### src/rtl/mmio_uart_ctrl_if.sv
// Core-side MMIO bus, retire strobe and UART handshakes for mmio_uart_ctrl.
// The slave modport is the controller; the master modport is the core/UART side.
interface mmio_uart_ctrl_if;
    logic [31:0] addr;
    logic [31:0] wdata;
    logic [3:0]  wbe;
    logic        re;
    logic        inst_valid;
    logic [31:0] mmio_rdata;
    logic        mmio_hit;
    logic [7:0]  uart_rx_data_out;
    logic        uart_rx_data_out_valid;
    logic        uart_rx_data_out_ready;
    logic [7:0]  uart_tx_data_in;
    logic        uart_tx_data_in_valid;
    logic        uart_tx_data_in_ready;

    modport slave (
        input  addr, wdata, wbe, re, inst_valid,
        input  uart_rx_data_out, uart_rx_data_out_valid, uart_tx_data_in_ready,
        output mmio_rdata, mmio_hit,
        output uart_rx_data_out_ready, uart_tx_data_in, uart_tx_data_in_valid
    );

    modport master (
        output addr, wdata, wbe, re, inst_valid,
        output uart_rx_data_out, uart_rx_data_out_valid, uart_tx_data_in_ready,
        input  mmio_rdata, mmio_hit,
        input  uart_rx_data_out_ready, uart_tx_data_in, uart_tx_data_in_valid
    );
endinterface

### src/rtl/mmio_uart_ctrl.sv
// MMIO controller: UART status/RX FIFO/TX holding register and cycle/instret
// counters, with 1-cycle registered load data matching dmem/BIOS latency.
module mmio_uart_ctrl #(
    parameter int unsigned RX_DEPTH      = 4,
    parameter logic [3:0]  MMIO_BASE_NIB = 4'h8
) (
    input  logic             clk,
    input  logic             rst,
    mmio_uart_ctrl_if.slave  bus
);
    localparam int unsigned PTR_W = $clog2(RX_DEPTH);

    localparam logic [7:0] OFF_CTRL    = 8'h00;
    localparam logic [7:0] OFF_RXDATA  = 8'h04;
    localparam logic [7:0] OFF_TXDATA  = 8'h08;
    localparam logic [7:0] OFF_CYCLE   = 8'h10;
    localparam logic [7:0] OFF_INSTRET = 8'h14;
    localparam logic [7:0] OFF_CNTRST  = 8'h18;

    localparam logic [PTR_W:0]   DEPTH_C = (PTR_W+1)'(RX_DEPTH);
    localparam logic [PTR_W:0]   CNT_ONE = (PTR_W+1)'(1);
    localparam logic [PTR_W-1:0] PTR_ONE = PTR_W'(1);

    logic [7:0]       mem_q [RX_DEPTH];
    logic [7:0]       mem_d [RX_DEPTH];
    logic [PTR_W-1:0] rd_ptr_q, rd_ptr_d, wr_ptr_q, wr_ptr_d;
    logic [PTR_W:0]   count_q, count_d;
    logic             tx_valid_q, tx_valid_d;
    logic [7:0]       tx_data_q, tx_data_d;
    logic [31:0]      cycle_cnt_q, cycle_cnt_d;
    logic [31:0]      instret_cnt_q, instret_cnt_d;
    logic [31:0]      rdata_q, rdata_d;
    logic             hit_q, hit_d;

    logic       sel, rd_en, wr_en, rx_ready, rx_nonempty, tx_ready, push, pop;
    logic [7:0] off;

    always_comb begin
        sel         = (bus.addr[31:28] == MMIO_BASE_NIB);
        off         = bus.addr[7:0];
        rd_en       = bus.re && sel;
        wr_en       = (bus.wbe != '0) && sel;
        rx_ready    = (count_q != DEPTH_C);
        rx_nonempty = (count_q != '0);
        tx_ready    = !tx_valid_q && bus.uart_tx_data_in_ready;
        push        = bus.uart_rx_data_out_valid && rx_ready;
        pop         = rd_en && (off == OFF_RXDATA) && rx_nonempty;
    end

    always_comb begin
        mem_d    = mem_q;
        wr_ptr_d = wr_ptr_q;
        rd_ptr_d = rd_ptr_q;
        count_d  = count_q;
        if (push) begin
            mem_d[wr_ptr_q] = bus.uart_rx_data_out;
            wr_ptr_d        = wr_ptr_q + PTR_ONE;
        end
        if (pop) begin
            rd_ptr_d = rd_ptr_q + PTR_ONE;
        end
        case ({push, pop})
            2'b10:   count_d = count_q + CNT_ONE;
            2'b01:   count_d = count_q - CNT_ONE;
            default: count_d = count_q;
        endcase
    end

    // TX holding register: a new byte is only accepted once the previous one left.
    always_comb begin
        tx_valid_d = tx_valid_q;
        tx_data_d  = tx_data_q;
        if (tx_valid_q && bus.uart_tx_data_in_ready) begin
            tx_valid_d = 1'b0;
        end else if (!tx_valid_q && wr_en && (off == OFF_TXDATA) && bus.wbe[0]) begin
            tx_valid_d = 1'b1;
            tx_data_d  = bus.wdata[7:0];
        end
    end

    always_comb begin
        cycle_cnt_d   = cycle_cnt_q + 32'd1;
        instret_cnt_d = instret_cnt_q + (bus.inst_valid ? 32'd1 : 32'd0);
        if (wr_en && (off == OFF_CNTRST)) begin
            cycle_cnt_d   = '0;
            instret_cnt_d = '0;
        end
    end

    // Read data reflects register state before this cycle's updates.
    always_comb begin
        hit_d   = rd_en;
        rdata_d = '0;
        if (rd_en) begin
            case (off)
                OFF_CTRL:    rdata_d = {30'd0, rx_nonempty, tx_ready};
                OFF_RXDATA:  rdata_d = rx_nonempty ? {24'd0, mem_q[rd_ptr_q]} : '0;
                OFF_CYCLE:   rdata_d = cycle_cnt_q;
                OFF_INSTRET: rdata_d = instret_cnt_q;
                default:     rdata_d = '0;
            endcase
        end
    end

    always_ff @(posedge clk) begin
        if (rst) begin
            for (int unsigned i = 0; i < RX_DEPTH; i++) mem_q[i] <= '0;
            rd_ptr_q      <= '0;
            wr_ptr_q      <= '0;
            count_q       <= '0;
            tx_valid_q    <= 1'b0;
            tx_data_q     <= '0;
            cycle_cnt_q   <= '0;
            instret_cnt_q <= '0;
            rdata_q       <= '0;
            hit_q         <= 1'b0;
        end else begin
            mem_q         <= mem_d;
            rd_ptr_q      <= rd_ptr_d;
            wr_ptr_q      <= wr_ptr_d;
            count_q       <= count_d;
            tx_valid_q    <= tx_valid_d;
            tx_data_q     <= tx_data_d;
            cycle_cnt_q   <= cycle_cnt_d;
            instret_cnt_q <= instret_cnt_d;
            rdata_q       <= rdata_d;
            hit_q         <= hit_d;
        end
    end

    assign bus.mmio_rdata             = rdata_q;
    assign bus.mmio_hit               = hit_q;
    assign bus.uart_rx_data_out_ready = rx_ready;
    assign bus.uart_tx_data_in        = tx_data_q;
    assign bus.uart_tx_data_in_valid  = tx_valid_q;
endmodule

### src/flat_wrapper.sv
// flat-port wrapper written by rule: the top's interface ports become plain ports
module mmio_uart_ctrl_flat 
#(
    parameter int unsigned RX_DEPTH      = 4,
    parameter logic [3:0]  MMIO_BASE_NIB = 4'h8
)
  (clk, rst, bus_addr, bus_wdata, bus_wbe, bus_re, bus_inst_valid, bus_uart_rx_data_out, bus_uart_rx_data_out_valid, bus_uart_tx_data_in_ready, bus_mmio_rdata, bus_mmio_hit, bus_uart_rx_data_out_ready, bus_uart_tx_data_in, bus_uart_tx_data_in_valid);
  mmio_uart_ctrl_if bus_i ();
  input  logic clk;
  input  logic rst;
  input wire logic [$bits(bus_i.addr)-1:0] bus_addr;
  input wire logic [$bits(bus_i.wdata)-1:0] bus_wdata;
  input wire logic [$bits(bus_i.wbe)-1:0] bus_wbe;
  input wire logic [$bits(bus_i.re)-1:0] bus_re;
  input wire logic [$bits(bus_i.inst_valid)-1:0] bus_inst_valid;
  input wire logic [$bits(bus_i.uart_rx_data_out)-1:0] bus_uart_rx_data_out;
  input wire logic [$bits(bus_i.uart_rx_data_out_valid)-1:0] bus_uart_rx_data_out_valid;
  input wire logic [$bits(bus_i.uart_tx_data_in_ready)-1:0] bus_uart_tx_data_in_ready;
  output wire logic [$bits(bus_i.mmio_rdata)-1:0] bus_mmio_rdata;
  output wire logic [$bits(bus_i.mmio_hit)-1:0] bus_mmio_hit;
  output wire logic [$bits(bus_i.uart_rx_data_out_ready)-1:0] bus_uart_rx_data_out_ready;
  output wire logic [$bits(bus_i.uart_tx_data_in)-1:0] bus_uart_tx_data_in;
  output wire logic [$bits(bus_i.uart_tx_data_in_valid)-1:0] bus_uart_tx_data_in_valid;
  assign bus_i.addr = bus_addr;
  assign bus_i.wdata = bus_wdata;
  assign bus_i.wbe = bus_wbe;
  assign bus_i.re = bus_re;
  assign bus_i.inst_valid = bus_inst_valid;
  assign bus_i.uart_rx_data_out = bus_uart_rx_data_out;
  assign bus_i.uart_rx_data_out_valid = bus_uart_rx_data_out_valid;
  assign bus_i.uart_tx_data_in_ready = bus_uart_tx_data_in_ready;
  assign bus_mmio_rdata = bus_i.mmio_rdata;
  assign bus_mmio_hit = bus_i.mmio_hit;
  assign bus_uart_rx_data_out_ready = bus_i.uart_rx_data_out_ready;
  assign bus_uart_tx_data_in = bus_i.uart_tx_data_in;
  assign bus_uart_tx_data_in_valid = bus_i.uart_tx_data_in_valid;
  mmio_uart_ctrl #(.RX_DEPTH(RX_DEPTH), .MMIO_BASE_NIB(MMIO_BASE_NIB)) u_core (.clk(clk), .rst(rst), .bus(bus_i));
endmodule
### config.mk
export PLATFORM = sky130hd
export DESIGN_NAME = mmio_uart_ctrl_flat
export DESIGN_NICKNAME = d
export VERILOG_FILES = /design/src/rtl/mmio_uart_ctrl_if.sv /design/src/rtl/mmio_uart_ctrl.sv /design/src/flat_wrapper.sv
export SDC_FILE = /design/constraint.sdc
export NUM_CORES = 1
export LEC_CHECK = 0
export CAP_MARGIN = 20
export CORE_ASPECT_RATIO = 1.4
export CORE_MARGIN = 5
export CORE_UTILIZATION = 56
export DETAILED_ROUTE_END_ITERATION = 16
export MAX_ROUTING_LAYER = met4
export PLACE_DENSITY = 0.85
export SYNTH_ARGS = -nofsm -noshare
export SYNTH_HDL_FRONTEND = slang
export SYNTH_SLANG_ARGS = --single-unit
### constraint.sdc
create_clock -name clk -period 5.33 [get_ports clk]
set_input_delay 1.066 -clock clk [delete_from_list [all_inputs] [get_ports clk]]
set_output_delay 1.066 -clock clk [all_outputs]
set_load 0.05 [all_outputs]
### Word level (Yosys, flattened, before mapping)

Index checks and enable logic that the tools add are counted.

| word-level totals | value |
|---|---|
| flip-flop bits (word level) | 145 |
| bits of input ports | 82 |
| output and inout bits | 43 |
| word-level logic and storage cells | 66 |

| cells by class | value |
|---|---|
| add/sub/neg operators | 6 |
| $lt $le $gt $ge | 3 |
| eq/ne operators | 9 |
| mux-type cells | 10 |
| bitwise operators | 4 |
| reductions and logical operators | 21 |

Operator list:

| operator | number |
|---|---|
| 32-bit one-hot mux with 4 select lines | 1 |
| 32-bit by 1-bit adder with 32-bit output (second input constant) | 1 |
| 32-bit adder | 1 |
| 32-bit bitwise mux | 1 |
| 8-bit 2-to-1 mux | 4 |
| 8-bit by 5-bit equality test with 1-bit output (second input constant) | 3 |
| 8-bit binary-select mux with 2-bit select | 1 |
| 8-bit demux with 2-bit select | 1 |
| 1-bit logical AND | 12 |
| 8-bit by 3-bit equality test with 1-bit output (second input constant) | 1 |
| 8-bit by 4-bit equality test with 1-bit output (second input constant) | 1 |
| 8-bit zero test | 1 |
| 3-bit >= comparator (second input constant) | 2 |
| 2-bit inverter with 3-bit output | 2 |
| 3-bit one-hot mux with 2 select lines | 1 |
| 2-bit OR reduction | 3 |
| 2-bit by 1-bit adder with 2-bit output (second input constant) | 2 |
| 4-bit equality test (second input constant) | 1 |
| 4-bit nonzero test | 1 |
| 3-bit by 1-bit adder with 3-bit output (second input constant) | 1 |
| 3-bit by 1-bit less-than comparator with 1-bit output (second input constant) | 1 |
| 3-bit inequality test (second input constant) | 1 |
| 3-bit nonzero test | 1 |
| 3-bit by 1-bit subtractor with 3-bit output (second input constant) | 1 |
| other kinds (7) | 8 |

### Longest topological paths before layout

Gate-level depths: netlist (run 1).

| logic depth | value |
|---|---|
| depth after elaboration | 6 |
| depth in mapped cells | 10 |
| depth with buffers taken out | 9 |

### Worst setup path after synthesis (run 1)

Ideal clock, no wire load.

| path | value |
|---|---|
| path type | input port to flip-flop |
| start point | input bus_addr[3] |
| end point | register u_core.count_q[2] |
| setup time | 0.070 ns |
| arrival time | 3.427 ns |
| required time | 5.260 ns |
| slack | 1.833 ns |
| cell stages on the path | 10 |
| path buffers | 1 |
| path through | or3_1 > buf_2 > nor4_4 > and4_1 > ha_1 > inv_1 > fa_1 > xor2_1 > or3_1 > a21oi_1 |

| on the way | value |
|---|---|
| word-level cells in the longest chain between the ends | 5 |
| elaborated cells between the ends (all ways) | 7 |
| those cells by class | eq/ne (3); mux (1); reduce/logical (3) |

Ends and longest elaborated chain:

| what | RTL line | text |
|---|---|---|
| from (decl) | flat_wrapper.sv:11 | `input wire logic [$bits(bus_i.addr)-1:0] bus_addr;` |
| 8-bit by 3-bit equality test with 1-bit output (*) | mmio_uart_ctrl.sv:47 | `pop = rd_en && (off == OFF_RXDATA) && rx_nonempty;` |
| 1-bit logical AND (*) (2 in series) | mmio_uart_ctrl.sv:47 |  |
| via u_core.pop | mmio_uart_ctrl.sv:35 | `logic sel, rd_en, wr_en, rx_ready, rx_nonempty, tx_ready, push, pop;` |
| 2-bit by 1-bit equality test with 1-bit output / 2-bit equality test (equally long branches) | mmio_uart_ctrl.sv:62 | `case ({push, pop})` |
| 3-bit one-hot mux with 2 select lines / 2-bit nonzero test (equally long branches) | -- |  |
| to (signal assigned) | mmio_uart_ctrl.sv:121 | `count_q <= count_d;` |
| to (decl) | mmio_uart_ctrl.sv:27 | `logic [PTR_W:0] count_q, count_d;` |

Mark *: on every way through the listed nets, which the timed path passes. The rest lies on a longest branch.
A chain may end at the register's enable or synchronous reset.

### Final worst setup path (run 1)

| path | value |
|---|---|
| start point | input bus_addr[1] |
| end point | register u_core.count_q[2] |

The elaborated chain is that of the path after synthesis.

==> results_dict.tcl, run 1 <==
set metrics [dict create \
    status "completed" \
    timing.final.ws_setup_ns 1.44 \
    num_rows 46 \
    switchingPower_mw 0.516 \
    grt_overflow_total 0 \
    io_buffers 80 \
    start_kind "primary input" \
    async_reset_ff_frac 0 \
    worstPathRequired_ns 5.67 \
    r2r_cells 9 \
    seq_power_share 0.466 \
    ctsResizeCount 0 \
    clkLatencyLatePin_ns 0.42 \
    htreeDepth 4 \
    dp_hpwl_um 10900 \
    wl_per_cell_um 17.3 \
    r2r_slack_ns 2.64 \
    pre_cts_slack_ns 1.04 \
    start_util 0.569 \
    p_leak_nw 2.88 \
    synth_flop_cell "dfxtp_1" \
    via_count 5522 \
    cts_buffers 17 \
    drt-total-wl_um 15800 \
    setup_viol_count_final 0 \
    p_per_area_nw_per_um2 303 \
    grt_pass1_wl_um 25800 \
    synth-edff-count 0 \
    cts_buffer_depth 2 \
    ys_top_cells_by_area "dfxtp_1, mux2i_1, nor2_1" \
    p_sw_frac 0.216 \
    die_area_um2 13800 \
    vias_per_cell 6.07 \
    cp-end-kind "flop" \
    pwr-share-comb 0.051 \
    final_hold_viol_count 0 \
    yosys.area.top_type_share 0.450 \
    die_h_um 137 \
    yosys_warnings 0 \
    clock-sinks 145 \
    tightest_slew_ns 1.13 \
    first_global_vias 5500 \
    syn_avg_cell_area_um2 9.30 \
    cts_setup_buffers 0 \
    p_clk_frac 0.483 \
    ys_seq_area_frac 0.450 \
    holdPathStages 2 \
    synth_seq_cells 145 \
    post-route-period-util 0.729 \
    grt_use_total 0.241 \
    path_clk_slew_ns 0.06 \
    gp_congestion 0.858 \
    p_int_mw 1.87 \
    skew_ns 0.00857 \
    drt_pass1_iterations 8 \
    fin_tns_setup_ns 0 \
    ys_types 51 \
    grt_max_degree 52 \
    antenna_found_initial 0 \
    slew_headroom 0.244 \
    maxSlewViolCount 0 \
    cp_max_fo 10 \
    r2r_start "u_core.count_q[0]$_SDFFE_PP0P_" \
    rsz0062_at_grt "no" \
    path_class "in -> reg" \
    hp-class "reg -> reg" \
    clock.fmax_mhz 257 \
    drt_iter0_drc 376 \
    cts_tree "built" \
    syn-instance-count 693 \
    syn_nets 784 \
    coreArea_um2 11300 \
    vdd_drop_max_mv 0.277 \
    diodes 0 \
    yosys.area.top_type "dfxtp_1" \
    rr_endpoint "u_core.count_q[2]$_SDFFE_PP0P_" \
    hp-start "u_core.mem_q[14]$_SDFFE_PP0P_" \
    synth.most_common_cell "dfxtp_1" \
    final_period_minus_worst_setup_slack_ns 3.89 \
    crit_arrival_ns 4.23 \
    areaGrowthSynthToFinish_pct 22.4 \
    cts.hold.buffers_added 0 \
    die_x_um 101 \
    final_nets 843 \
    drc_errors 0 \
    syn-cell-area_um2 6450 \
    io-pin-count 125 \
    root_buffer "clkbuf_16" \
    drive_gt1_frac 0.0876 \
    drv_cap 0 \
    hold_path_end "u_core.mem_q[14]$_SDFFE_PP0P_" \
    drt.antenna.violating_nets 0 \
    synth_common_cells "dfxtp_1, nor2_1, mux2i_1" \
]
-- cell usage in the layout (no fill, tap or decap), drive strengths merged, types with 7 or more instances in the layout --
cell / count
dfxtp: 145
nor2: 107
clkdlybuf4s50: 80
mux2i: 50
nand3: 41
a21oi: 29
a22oi: 25
clkbuf: 24
nand2: 23
nand4: 23
inv: 17
xor2: 17
or3: 16
nor3: 15
or4: 15
o21ai: 13
o31ai: 13
xnor2: 12
and4: 12
and3: 9
mux4: 8
ha: 8
nor4: 7
mux2: 7
-- kinds of logic after synthesis --
logic type / count (synthesis) / share of synthesized area
adder cells (fa/ha/maj): 9 / 0.0186
XOR/XNOR: 29 / 0.0394
buffers and inverters: 63 / 0.0390
multiplexers: 65 / 0.118
AO/OA/AOI/OAI: 92 / 0.0941
flip-flops: 145 / 0.450
AND/OR/NAND/NOR: 290 / 0.241
-- layout make-up --
class / count / area [um2]
Clock buffer: 24 / 512
Fill cell: 836 / 3440
Sequential cell: 145 / 2900
Clock inverter: 8 / 76.3
Multi-Input combinational cell: 485 / 3290
Timing Repair Buffer: 86 / 866
Tap cell: 144 / 180
Inverter: 17 / 63.8
-- worst max-delay path, cell delays in order --
cell and delay (ns):
clkdlybuf4s50_1 0.42, or3_1 0.52, nor4_4 0.57, and4_1 0.36, ha_1 0.20, inv_1 0.07, fa_1 0.38, xor2_1 0.16
or3_1 0.31, a21oi_1 0.17
-- how the worst max path moves through the flow --
| stage | depth (start not counted) | slack, ns | start | endpoint |
|---|---|---|---|---|
| 2_1_floorplan | 10 | 1.83 | bus_addr[3] | u_core.count_q[2]$_SDFFE_PP0P_ |
| 6_report | 10 | 1.44 | bus_addr[1] | u_core.count_q[2]$_SDFFE_PP0P_ |
| 4_1_cts | 10 | 1.44 | bus_addr[1] | u_core.count_q[2]$_SDFFE_PP0P_ |
| 3_3_place_gp | 10 | 1.15 | bus_addr[3] | u_core.count_q[2]$_SDFFE_PP0P_ |
| 5_1_grt | 10 | 1.28 | bus_addr[3] | u_core.count_q[2]$_SDFFE_PP0P_ |
| 3_5_place_dp | 10 | 1.04 | bus_addr[1] | u_core.count_q[2]$_SDFFE_PP0P_ |
-- sequential cells by signal, indices dropped and copies added, names as in the netlist --
| name | cells |
|---|---|
| u_core.rd_ptr_q | 2 |
| u_core.wr_ptr_q | 2 |
| u_core.bus.mmio_rdata | 32 |
| u_core.bus.uart_tx_data_in | 8 |
| u_core.bus.uart_tx_data_in_valid | 1 |
| u_core.bus.mmio_hit | 1 |
| u_core.cycle_cnt_q | 32 |
| u_core.mem_q | 32 |
| u_core.instret_cnt_q | 32 |
| u_core.count_q | 3 |
-- power by group through the flow --
stage                     logic [mW]  clock network [mW]  registers (mW)
after floorplan               0.0722                   0            1.13
after global placement         0.114                   0            1.14
after detailed placement       0.120                   0            1.14
after CTS                      0.121                1.16            1.11
after global routing           0.133                1.22            1.12
final                          0.122                1.15            1.11
-- per-stage QoR --
| step | cells | hold slack, ns | utilization | area [um2] | power (mW) |
|---|---|---|---|---|---|
| final | 909 | 0.489 | 0.696 | 7890 | 2.39 |
| after global routing | 909 | 0.536 | 0.696 | 7890 | 2.47 |
| after CTS | 908 | 0.498 | 0.694 | 7870 | 2.39 |
| after detailed placement | 876 | 0.484 | 0.642 | 7280 | 1.26 |
| after global placement | 876 | 0.470 | 0.642 | 7280 | 1.25 |
| after floorplan | 693 | 0.452 | - | 6450 | 1.20 |
-- metal layers --
layer  vias to the layer above  wire length, um  GRT usage  share of wire
li1                       2622                -          -              -
met1                      2693             6230      0.257           0.40
met2                       166             8390      0.430           0.53
met3                        41              684     0.0510          0.043
met4                         0              453     0.0989          0.029
met5                         -                0          -              0
Note: power is estimated with default switching activity, not from simulation.
==> inputs of run 2 (changes only) <==
- CORE_UTILIZATION: 56 -> 47
- PLACE_DENSITY: 0.85 -> 0.76
- clock period: 5.33 -> 3.11 ns (I/O delays scaled with it)
==> results_dict.tcl, run 2 (synthesis gave the netlist of run 1 again) <==
set metrics [dict create \
    io_buffers 80 \
    p_per_area_nw_per_um2 515 \
    p_leak_nw 2.93 \
    final_period_minus_worst_setup_slack_ns 2.92 \
    slew_headroom 0.544 \
    drt-total-wl_um 15700 \
    coreArea_um2 13500 \
    maxSlewViolCount 0 \
    worstPathRequired_ns 3.47 \
    grt_max_degree 53 \
    multi_input_area_um2 3290 \
    path_class "in -> reg" \
    r2r_start "u_core.count_q[2]$_SDFFE_PP0P_" \
    path_clk_slew_ns 0.06 \
    cp_max_fo 2 \
    final_common_cell "dfxtp_1" \
    dp_hpwl_um 11100 \
    design_area_um2 8030 \
    htreeDepth 4 \
    grt_overflow_total 0 \
    root_buffer "clkbuf_16" \
    cts_setup_buffers 0 \
    drv_cap 0 \
    hp-class "reg -> reg" \
    pwr-share-comb 0.052 \
    start_kind "primary input" \
    die_x_um 109 \
    r2r_cells 8 \
    status "completed" \
    cts.hold.buffers_added 0 \
    p_int_mw 3.22 \
    p_clk_frac 0.486 \
    drt.antenna.violating_nets 0 \
    grt_use_total 0.209 \
    grt_pass1_wl_um 26200 \
    setup_viol_count_final 0 \
    antenna_found_initial 1 \
    place_area_um2 7440 \
    cts_tree "built" \
    final_nets 855 \
    die_area_um2 16200 \
    rsz0062_at_grt "no" \
    filler_cell_count 1150 \
    hold_path_end "u_core.mem_q[17]$_SDFFE_PP0P_" \
    holdPathStages 2 \
    drt_iter0_drc 359 \
    clkLatencyLatePin_ns 0.43 \
    drive_gt1_frac 0.102 \
    hold_ws_ns 0.498 \
    r2r_slack_ns 0.67 \
    clock.fmax_mhz 343 \
    switchingPower_mw 0.914 \
    p_sw_frac 0.221 \
    drt_pass1_iterations 5 \
    post-route-period-util 0.938 \
    final_hold_viol_count 0 \
    seq_power_share 0.462 \
    num_rows 50 \
    ctsResizeCount 0 \
    regArea_um2 2900 \
    power_mw 4.13 \
    first_global_vias 5473 \
    die_h_um 149 \
    cp-end-kind "flop" \
    wl_per_cell_um 16.4 \
    areaGrowthSynthToFinish_pct 24.5 \
    clock-sinks 145 \
    vdd_drop_max_mv 0.503 \
    final_cell_mix "dfxtp_1, nor2_1, clkdlybuf4s50_1" \
    hp-start "u_core.mem_q[17]$_SDFFE_PP0P_" \
    drc_errors 0 \
    cts_buffers 17 \
    crit_arrival_ns 3.27 \
    start_util 0.479 \
    rr_endpoint "u_core.count_q[2]$_SDFFE_PP0P_" \
    cts_buffer_depth 2 \
    tightest_slew_ns 0.684 \
    vias_per_cell 5.68 \
    skew_ns 0.00746 \
    via_count 5448 \
    gp_congestion 0.858 \
    io-pin-count 125 \
]
[run 2: layer usage]
metal / part of all wire / wire [um] / up-vias / global-route usage
met5: 0 / 0 / - / -
met4: 0.020 / 319 / 0 / 0.0821
met3: 0.038 / 589 / 29 / 0.0508
met2: 0.54 / 8430 / 124 / 0.359
met1: 0.40 / 6360 / 2645 / 0.229
li1: - / - / 2650 / -
[run 2: worst max-delay path by stage]
stage                           start  cells after the start                             end
after floorplan           bus_addr[3]                     10  u_core.count_q[2]$_SDFFE_PP0P_
after CTS                 bus_addr[5]                     10  u_core.count_q[2]$_SDFFE_PP0P_
after global routing      bus_addr[5]                     10  u_core.count_q[2]$_SDFFE_PP0P_
final                     bus_addr[5]                     10  u_core.count_q[2]$_SDFFE_PP0P_
after detailed placement  bus_addr[5]                     10  u_core.count_q[2]$_SDFFE_PP0P_
after global placement    bus_addr[5]                     10  u_core.count_q[2]$_SDFFE_PP0P_
[run 2: worst max-delay path, stage by stage]
cell and delay (ns):
clkdlybuf4s50_1 0.41, or3_1 0.44, nor4_4 0.29, and4_1 0.26
ha_1 0.19, inv_1 0.06, fa_1 0.38, xor2_1 0.16
or3_1 0.31, a21oi_1 0.15
[run 2: through the flow]
stage               TNS (ns)  setup WS [ns]  instances   util
floorplan                  0         0.0571        693      -
global placement      -0.145         -0.145        927  0.553
detailed placement    -0.219         -0.219        927  0.553
CTS                        0          0.215        959  0.597
global route               0         0.0870        960  0.597
finish                     0          0.193        960  0.597
[run 2: area by class of cell]
class	instances	area share
Clock buffer	20	0.0569
Inverter	17	0.00795
Timing Repair Buffer	98	0.118
Sequential cell	145	0.362
Tap cell	182	0.0284
Clock inverter	12	0.0167
Antenna cell	1	0.000312
Multi-Input combinational cell	485	0.410
[run 2: power by group through the flow]
stage          logic, mW  clock network [mW]  registers (mW)
5_1_grt            0.235                2.14            1.91
2_1_floorplan      0.124                   0            1.94
3_5_place_dp       0.214                   0            1.95
6_report           0.216                2.01            1.91
3_3_place_gp       0.204                   0            1.95
4_1_cts            0.216                2.05            1.91
